**config.mk**
```make
export PLATFORM = sky130hd
export DESIGN_NAME = branch_predictor
export DESIGN_NICKNAME = d
export VERILOG_FILES = /design/src/rtl/branch_predictor.sv
export SDC_FILE = /design/constraint.sdc
export NUM_CORES = 1
export LEC_CHECK = 0
export ABC_CLOCK_PERIOD_IN_PS = 4100
export CORE_ASPECT_RATIO = 0.8
export CORE_MARGIN = 8
export CORE_UTILIZATION = 35
export DETAILED_ROUTE_END_ITERATION = 12
export PLACE_DENSITY = 0.7
export SETUP_SLACK_MARGIN = 0.05
export SYNTH_ARGS = -nofsm -noshare
export SYNTH_HDL_FRONTEND = slang
export SYNTH_SLANG_ARGS = --single-unit
```
**constraint.sdc**
```tcl
create_clock -name clk -period 4.1 [get_ports clk]
set_input_delay 0.82 -clock clk [delete_from_list [all_inputs] [get_ports clk]]
set_output_delay 0.82 -clock clk [all_outputs]
set_load 0.03 [all_outputs]
```
**src/rtl/branch_predictor.sv**
```systemverilog
// rtl/branch_predictor.sv - 2-bit saturating counter branch predictor with registered mispredict pulse
// Optional gshare indexing is compiled in with `define BP_GSHARE_EN.
module branch_predictor #(
    parameter int INDEX_BITS = 4
) (
    input  logic                  clk,
    input  logic                  rst,
    input  logic                  fetch_valid,
    input  logic [31:0]           fetch_pc,
    output logic                  pred_taken,
    output logic [INDEX_BITS-1:0] pred_index,
    input  logic                  resolve_valid,
    input  logic [INDEX_BITS-1:0] resolve_index,
    input  logic                  resolve_taken,
    input  logic                  resolve_pred,
    output logic                  mispredict,
    output logic                  redirect_taken
);
    localparam int ENTRIES = 1 << INDEX_BITS;

    logic [1:0]            ctr [ENTRIES];
    logic [INDEX_BITS-1:0] base_index;
    logic [INDEX_BITS-1:0] lookup_index;
    logic                  unused_pc;

    assign base_index = fetch_pc[INDEX_BITS+1:2];
    assign unused_pc  = ^{fetch_pc[31:INDEX_BITS+2], fetch_pc[1:0]};

`ifdef BP_GSHARE_EN
    logic [INDEX_BITS-1:0] ghr;

    // History moves only on resolved outcomes, so it never needs repair.
    always_ff @(posedge clk) begin
        if (rst) begin
            ghr <= '0;
        end else if (resolve_valid) begin
            ghr <= {ghr[INDEX_BITS-2:0], resolve_taken};
        end
    end

    assign lookup_index = base_index ^ ghr;
`else
    assign lookup_index = base_index;
`endif

    always_ff @(posedge clk) begin
        if (rst) begin
            for (int i = 0; i < ENTRIES; i++) begin
                ctr[i] <= 2'b01;
            end
        end else if (resolve_valid) begin
            if (resolve_taken && ctr[resolve_index] != 2'b11) begin
                ctr[resolve_index] <= ctr[resolve_index] + 2'b01;
            end else if (!resolve_taken && ctr[resolve_index] != 2'b00) begin
                ctr[resolve_index] <= ctr[resolve_index] - 2'b01;
            end
        end
    end

    // Lookup reads the pre-update counter; a same-cycle write lands after this edge.
    always_ff @(posedge clk) begin
        if (rst) begin
            pred_taken <= 1'b0;
            pred_index <= '0;
        end else if (fetch_valid) begin
            pred_taken <= ctr[lookup_index][1];
            pred_index <= lookup_index;
        end
    end

    always_ff @(posedge clk) begin
        if (rst) begin
            mispredict     <= 1'b0;
            redirect_taken <= 1'b0;
        end else begin
            mispredict <= resolve_valid & (resolve_taken ^ resolve_pred);
            if (resolve_valid) begin
                redirect_taken <= resolve_taken;
            end
        end
    end
endmodule

```
* Word-level counts from Yosys, hierarchy flattened *
Memories as Yosys holds them, arrays and structs flattened. A register that Yosys moved wholly into a read port is not among the register bits.
Index checks and enable logic that the tools add are counted.

word-level totals
  memories = 1
  logic and storage cells = 30
  input port bits = 42
  RAM bits = 32
  bits in registers = 6

cells by class
  equal/unequal tests = 1
  reductions and logical operators = 5
  bitwise gates (word level) = 3
  multiplexer cells = 15
  add/subtract/negate cells = 2

memories
  name  words  bits a word  rd ports  clocked after memory_dff  write ports  RTL line  RTL
  ctr   16     2            2         1                         16           21        logic [1:0] ctr [ENTRIES];

operator list
  kind                                              number
  two-way mux 1 bit                                 12
  two-way mux 2 bit                                 2
  two-way mux 4 bit                                 1
  adder 2 x 1 -> 2 bit, second input constant       1
  logical AND 1 bit                                 2
  != test 2 bit, second input constant              1
  nonzero test 2 bit                                1
  OR reduction 2 bit                                1
  subtractor 2 x 1 -> 2 bit, second input constant  1
  AND 1 bit                                         1
  logical NOT 1 bit                                 1
  OR 1 bit                                          1
  bitwise XOR 1 bit                                 1

* Longest topological paths before layout *
Gate-level depths: netlist of run 1.
An unclocked memory read counts as a cell.

  depth after elaboration = 11
  gate-level depth with buffers = 6
  gate-level depth less buffers = 5

* Worst setup path after synthesis of run 1 *
OpenSTA, ideal clock, no wires.

  path type = input port to flip-flop
  start = in resolve_index[0]
  end = mem ctr[0][1] (data pin)
  slack = 1,390 ps
  buffers on the path = 1
  data required time = 3,967 ps
  data arrival time = 2,577 ps
  library setup time = 133 ps
  stages on the path = 6
  cells stage by stage = buf_4 mux4_2 mux2_2 xnor2_1 a2111oi_2 and3_1

RTL lines
  item         RTL line  RTL
  from (decl)  13        input logic [INDEX_BITS-1:0] resolve_index,
  to (decl)    21

==> results.py, run 1 <==
metrics = {
    "final_layout": {
        "stdcell_count": 305,
        "antenna-diode-count": 0,
        "nets": 262,
        "final_util": 0.4221,
        "drive_above_1_share": 0.1765,
        "area_growth_pct": 17.35,
    },
    "floorplanning": {
        "pin_count": 49,
        "fp.dieH_um": 88.40,
        "die_area_mm2": 0.009415,
        "num_rows": 26,
        "die_w_um": 106.5,
        "core_mm2": 0.006376,
        "start_util": 0.3597,
    },
    "setup_path": {
        "path_cells": "clkdlybuf4s50_1 > buf_4 > mux4_2 > mux2_2 > xnor2_1 > a2111oi_2 > and3_1",
        "startpoint_type": "input pin",
        "path_max_fanout": 12,
        "required_ns": 4.25,
        "critPathKind": "input pin to flip-flop",
        "cp.arrival_ns": 3.42,
        "cp_slowest_cell": "a2111oi_2",
        "worstSetupEndpointType": "flip-flop",
        "crit_family": "multiplexers",
        "max_stage_delay_ns": 0.57,
        "cp_num_buf_inv": 2,
    },
    "global_route": {
        "grt_pass1_vias": 1659,
        "track_usage": 0.1249,
        "grt_pass1_wl_um": 9059,
        "overflow": 0,
        "antenna_found_initial": 0,
        "grt_max_degree": 23,
    },
    "synth": {
        "synth.area.mux_share": 0.2155,
        "synth_top_family_by_area": "multiplexers",
        "synth_nets": 240,
        "synth_top_cell_area_share": 0.4190,
        "ys_seq_area_frac": 0.4801,
        "yosys.area_share.simple": 0.1697,
        "synth_xor_area_frac": 0.01146,
        "synth_top_area_cell": "edfxtp_1",
        "yosys.area_share.adder": 0,
        "syn_area_mm2": 0.002293,
        "synth_area_leaders": "edfxtp_1 (42%), mux4_2 (14%), dfxtp_1 (6.1%)",
        "synth_edf_count": 32,
        "synth_compound_area_frac": 0.09384,
        "avgSynthCellArea_um2": 11.58,
        "ys.warnings.count": 0,
        "async_flop_share": 0,
        "synth_cells": 198,
        "ys.flop_type": "edfxtp_1",
        "ys_types": 38,
        "ys_ff_latch": 39,
    },
    "drt": {
        "wl_met3_um": 408,
        "post-route-drc-count": 0,
        "first_iter_violations": 151,
        "via_count": 1723,
        "wl_met2_um": 2429,
        "vias_per_cell": 5.649,
        "wl_met1_um": 2726,
        "dr.pass1.iters": 4,
        "ant_nets": 0,
        "highest_layer": "met4",
        "wl_per_cell_um": 18.43,
        "wl_um": 5620,
    },
    "timing": {
        "finalCritPeriodShare": 0.7975,
        "setup_viol": 0,
        "fmax_mhz": 305.8,
        "rsz0062_at_grt": "no",
        "tightestPinTransition_ns": 0.6581,
        "hold_violations": 0,
        "tns_ns": 0,
        "period_needed_ns": 3.270,
        "relSlewSlack": 0.5572,
        "slew_viol_final": 0,
        "fin_skew_ns": 0.004266,
    },
    "clock_network": {
        "cts_buffers": 5,
        "cts_tree": "done",
        "cts_setup_buffers": 0,
        "insertion_delay_ns": 0.29,
        "h-tree-depth": 2,
        "root_buffer": "clkbuf_8",
        "hold_buffers": 0,
        "cts_resized": 0,
        "path_clk_slew_ns": 0.07,
        "cts.path.max_buffers": 2,
        "cts.sinks": 39,
    },
    "placement": {
        "port_buffers": 20,
        "dp_hpwl_um": 4288,
        "gp_congestion": 0.8818,
        "placed_cells": 297,
    },
    "status": {
        "status": "finished, final reports clean",
    },
    "pwr": {
        "p_leak_nw": 0.9137,
        "seqPwrFrac": 0.515,
        "powerDensity_mw_per_mm2": 326.0,
        "clockPowerShare": 0.289,
        "p_int_w": 0.0006378,
        "p_sw_w": 0.0002396,
        "p_sw_frac": 0.2731,
        "vdd_drop_max_mv": 0.1032,
        "p_comb_frac": 0.197,
    },
    "worst_hold_path": {
        "worstHoldPathType": "flip-flop to flip-flop",
    },
    "run": {
        "drv_cap": 0,
    },
}
-- power groups by stage --
stage          combinational, W  sequential, W  clock, W
6_report               0.000173       0.000452  0.000253
5_1_grt                0.000186       0.000453  0.000274
3_3_place_gp           0.000168       0.000460         0
4_1_cts                0.000172       0.000452  0.000258
2_1_floorplan          0.000106       0.000465         0
3_5_place_dp           0.000172       0.000460         0
-- per-layer routing --
| metal | GRT usage | vias to the layer above |
|---|---|---|
| li1 | - | 802 |
| met3 | 0.03202 | 8 |
| met4 | 0.03439 | 0 |
| met2 | 0.1848 | 61 |
| met1 | 0.1756 | 852 |
| met5 | 0 | - |
-- cell usage in the layout (no fill, tap or decap), types with 7 or more instances in the layout --
master / n
dfxtp_1: 7
mux4_2: 14
and3_1: 13
edfxtp_1: 32
buf_4: 9
mux2i_1: 10
nand2_1: 21
a21oi_1: 10
nor2_1: 21
nand3_1: 7
clkdlybuf4s50_1: 20
-- metrics by stage --
step | setup WS [ns] | cell area, um2 | power, W | hold WS (ns)
3_3_place_gp | 0.5932 | 2610 | 0.0006271 | 0.4739
3_5_place_dp | 0.5050 | 2610 | 0.0006319 | 0.4854
6_report | 0.8302 | 2691 | 0.0008774 | 0.5001
2_1_floorplan | 1.390 | 2293 | 0.0005714 | 0.6344
4_1_cts | 0.8445 | 2691 | 0.0008816 | 0.5032
5_1_grt | 0.6528 | 2691 | 0.0009129 | 0.5224
-- layout make-up --
| type | count | area [um2] |
|---|---|---|
| clock buffer | 7 | 76.32 |
| inverter | 3 | 11.26 |
| clock inverter | 1 | 5.005 |
| fill | 622 | 3685 |
| sequential | 39 | 1101 |
| tap | 84 | 105.1 |
| multi-input combinational | 142 | 1125 |
| timing repair buffer | 29 | 267.8 |
-- Yosys cell counts (all sizes together) (2+ instances only) --
| library cell | number |
|---|---|
| nor3 | 2 |
| nor2b | 4 |
| or2 | 4 |
| a21oi | 10 |
| nand2 | 21 |
| mux4 | 14 |
| and3 | 13 |
| buf | 3 |
| o31ai | 4 |
| a311oi | 2 |
| dfxtp | 7 |
| mux2i | 12 |
| mux2 | 3 |
| xnor2 | 3 |
| a211oi | 2 |
| nor2 | 21 |
| o21ai | 3 |
| clkbuf | 11 |
| o311a | 3 |
| and2 | 2 |
| nand3 | 7 |
| inv | 3 |
| edfxtp | 32 |
-- registers in the layout, summed over array words and instances, names as in the netlist --
name,flops
pred_taken,1
pred_index,4
ctr,32
redirect_taken,1
mispredict,1
-- worst register-to-register path: stages, from the launching register on --
cell	delay, ns
edfxtp_1	0.41
mux4_2	0.49
mux2_2	0.35
xnor2_1	0.20
a2111oi_2	0.57
and3_1	0.24
-- worst paths after layout --
kind | startpoint | end | slack, ns | depth (start not counted)
hold reg to reg | redirect_taken$_SDFFE_PP0P_ | redirect_taken$_SDFFE_PP0P_ | 0.50 | 2
hold / removal | redirect_taken$_SDFFE_PP0P_ | redirect_taken$_SDFFE_PP0P_ | 0.50 | 2
setup / recovery | resolve_index[0] | ctr[0][1]$_SDFFCE_PN0P_ | 0.83 | 7
setup reg to reg | ctr[11][1]$_SDFFCE_PN0P_ | ctr[0][1]$_SDFFCE_PN0P_ | 1.70 | 5
-- kinds of logic after synthesis --
logic type,Yosys count
flops,39
xor+xnor,3
mux,29
simple gates,80
buf+inv,17
compound gates,30
Note: power is estimated with default switching activity, not from simulation.
==> inputs of run 2 (changes only) <==
--- a/config.mk
+++ b/config.mk
@@ -5,7 +5,7 @@
 export SDC_FILE = /design/constraint.sdc
 export NUM_CORES = 1
 export LEC_CHECK = 0
-export ABC_CLOCK_PERIOD_IN_PS = 4100
+export ABC_CLOCK_PERIOD_IN_PS = 3200
 export CORE_ASPECT_RATIO = 0.8
 export CORE_MARGIN = 8
 export CORE_UTILIZATION = 35
==> constraint.sdc (replaced) <==
create_clock -name clk -period 3.2 [get_ports clk]
set_input_delay 0.64 -clock clk [delete_from_list [all_inputs] [get_ports clk]]
set_output_delay 0.64 -clock clk [all_outputs]
set_load 0.03 [all_outputs]
==> run 2 against run 1 <==
Against the previous run:
- largest cell class unchanged
- register-to-register slack worse by 0.82 ns
- clock power up 49%
- first-iteration DRC count up 15%
- worst hold slack worse by 0.0038 ns
- non-clock buffer count up 21
- power up 37%
- count of clock-buffer cells in the layout up 1
- sequential share of layout area down 2.7 points
- utilization up 3.0 points
==> results.py, run 2 (synthesized netlist as in run 1, its figures left out) <==
metrics = {
    "status": {
        "status": "finished, final reports clean",
    },
    "pwr": {
        "seqPwrFrac": 0.479,
        "p_sw_frac": 0.2666,
        "power_w": 0.001204,
        "clockPowerShare": 0.314,
        "p_sw_w": 0.0003210,
        "p_int_w": 0.0008832,
        "powerDensity_mw_per_mm2": 418.1,
        "p_comb_frac": 0.207,
        "vdd_drop_max_mv": 0.1579,
        "p_leak_nw": 1.031,
    },
    "final_layout": {
        "multi_input_area_mm2": 0.001125,
        "reg_top3": "ctr (32), pred_index (4)",
        "antenna-diode-count": 0,
        "fillCellCount": 623,
        "layout_common_cells": "edfxtp_1 (32), buf_4 (29), nand2_1 (21), nor2_1 (21), clkdlybuf4s50_1 (20)",
        "regArea_mm2": 0.001101,
        "largest_register_ff_count": 32,
        "nets": 283,
        "stdcell_count": 326,
        "area_growth_pct": 25.59,
        "drive_above_1_share": 0.2521,
        "top_register": "ctr",
        "layout_commonest_cell": "edfxtp_1",
    },
    "clock_network": {
        "h-tree-depth": 2,
        "cts_setup_buffers": 0,
        "insertion_delay_ns": 0.30,
        "cts_buffers": 5,
        "root_buffer": "clkbuf_8",
        "hold_buffers": 0,
        "cts.sinks": 39,
        "path_clk_slew_ns": 0.07,
        "cts.path.max_buffers": 2,
        "cts_tree": "done",
        "cts_resized": 0,
    },
    "setup_path": {
        "worstSetupEndpointType": "flip-flop",
        "required_ns": 3.25,
        "cp.arrival_ns": 3.00,
        "path_max_fanout": 12,
        "startpoint_type": "input pin",
        "critPathKind": "input pin to flip-flop",
    },
    "placement": {
        "port_buffers": 20,
        "gp_congestion": 0.8567,
        "dp_hpwl_um": 4453,
        "placed_cells": 318,
    },
    "drt": {
        "dr.pass1.iters": 4,
        "vias_per_cell": 5.525,
        "ant_nets": 0,
        "wl_um": 5731,
        "via_count": 1801,
        "post-route-drc-count": 0,
        "wl_per_cell_um": 17.58,
        "first_iter_violations": 173,
    },
    "timing": {
        "rsz0062_at_grt": "no",
        "tightestPinTransition_ns": 0.6340,
        "relSlewSlack": 0.5745,
        "hold_violations": 0,
        "fin_skew_ns": 0.002938,
        "finalCritPeriodShare": 0.9222,
        "slew_viol_final": 0,
        "fmax_mhz": 338.9,
        "period_needed_ns": 2.951,
        "setup_viol": 0,
    },
    "floorplanning": {
        "pin_count": 49,
        "fp.dieH_um": 88.40,
        "start_util": 0.3597,
        "num_rows": 26,
        "die_w_um": 106.5,
        "die_area_mm2": 0.009415,
        "core_mm2": 0.006376,
    },
    "global_route": {
        "track_usage": 0.1358,
        "antenna_found_initial": 0,
        "overflow": 0,
        "grt_pass1_vias": 1825,
        "grt_pass1_wl_um": 9818,
        "grt_max_degree": 21,
    },
    "worst_hold_path": {
        "worstHoldPathType": "flip-flop to flip-flop",
    },
    "run": {
        "drv_cap": 0,
    },
}
[run 2: layer usage]
metal / routed length [um] / global-route usage
met5: 0 / 0
met1: 2700 / 0.1779
met4: 83 / 0.04968
met2: 2420 / 0.2007
met3: 526 / 0.05022
[run 2: worst max-delay path, stage by stage]
cell and delay (ns):
clkdlybuf4s50_1 0.50, buf_12 0.16, mux4_2 0.55, mux2_2 0.32
buf_4 0.16, a21oi_1 0.24, a2111oi_2 0.09, buf_4 0.16
and3_1 0.18
[run 2: power groups by stage]
stage                     sequential, W  clock (W)  combinational, W
after floorplan                0.000596          0          0.000136
after global placement         0.000588          0          0.000242
after detailed placement       0.000589          0          0.000246
after CTS                      0.000577   0.000383          0.000248
after global routing           0.000580   0.000402          0.000270
final                          0.000577   0.000378          0.000249
[run 2: worst paths after layout]
kind                                 to                       start  slack (ns)  cells past startpoint
max reg2reg     ctr[6][1]$_SDFFCE_PN0P_     ctr[3][1]$_SDFFCE_PN0P_        0.88                      6
min reg2reg  pred_index[2]$_SDFFE_PP0P_  pred_index[2]$_SDFFE_PP0P_        0.50                      2
max             ctr[0][1]$_SDFFCE_PN0P_            resolve_index[0]        0.25                      9
min          pred_index[2]$_SDFFE_PP0P_  pred_index[2]$_SDFFE_PP0P_        0.50                      2
[run 2: area by class of cell]
cell class / instances / share of cell area
Sequential cell: 39 / 0.3823
Inverter: 3 / 0.003910
Tap cell: 84 / 0.03649
Multi-Input combinational cell: 142 / 0.3905
Clock buffer: 8 / 0.03475
Timing Repair Buffer: 50 / 0.1520
[run 2: per-stage QoR]
step,setup TNS [ns],area [um2],hold slack (ns),utilization,setup WS (ns)
floorplan,0,2293,0.6344,-,0.6698
global placement,-0.04520,2780,0.4738,0.4360,-0.01878
detailed placement,-0.4233,2780,0.4850,0.4360,-0.05323
CTS,0,2880,0.5028,0.4517,0.2635
global route,0,2880,0.5451,0.4517,0.1111
finish,0,2880,0.4962,0.4517,0.2489
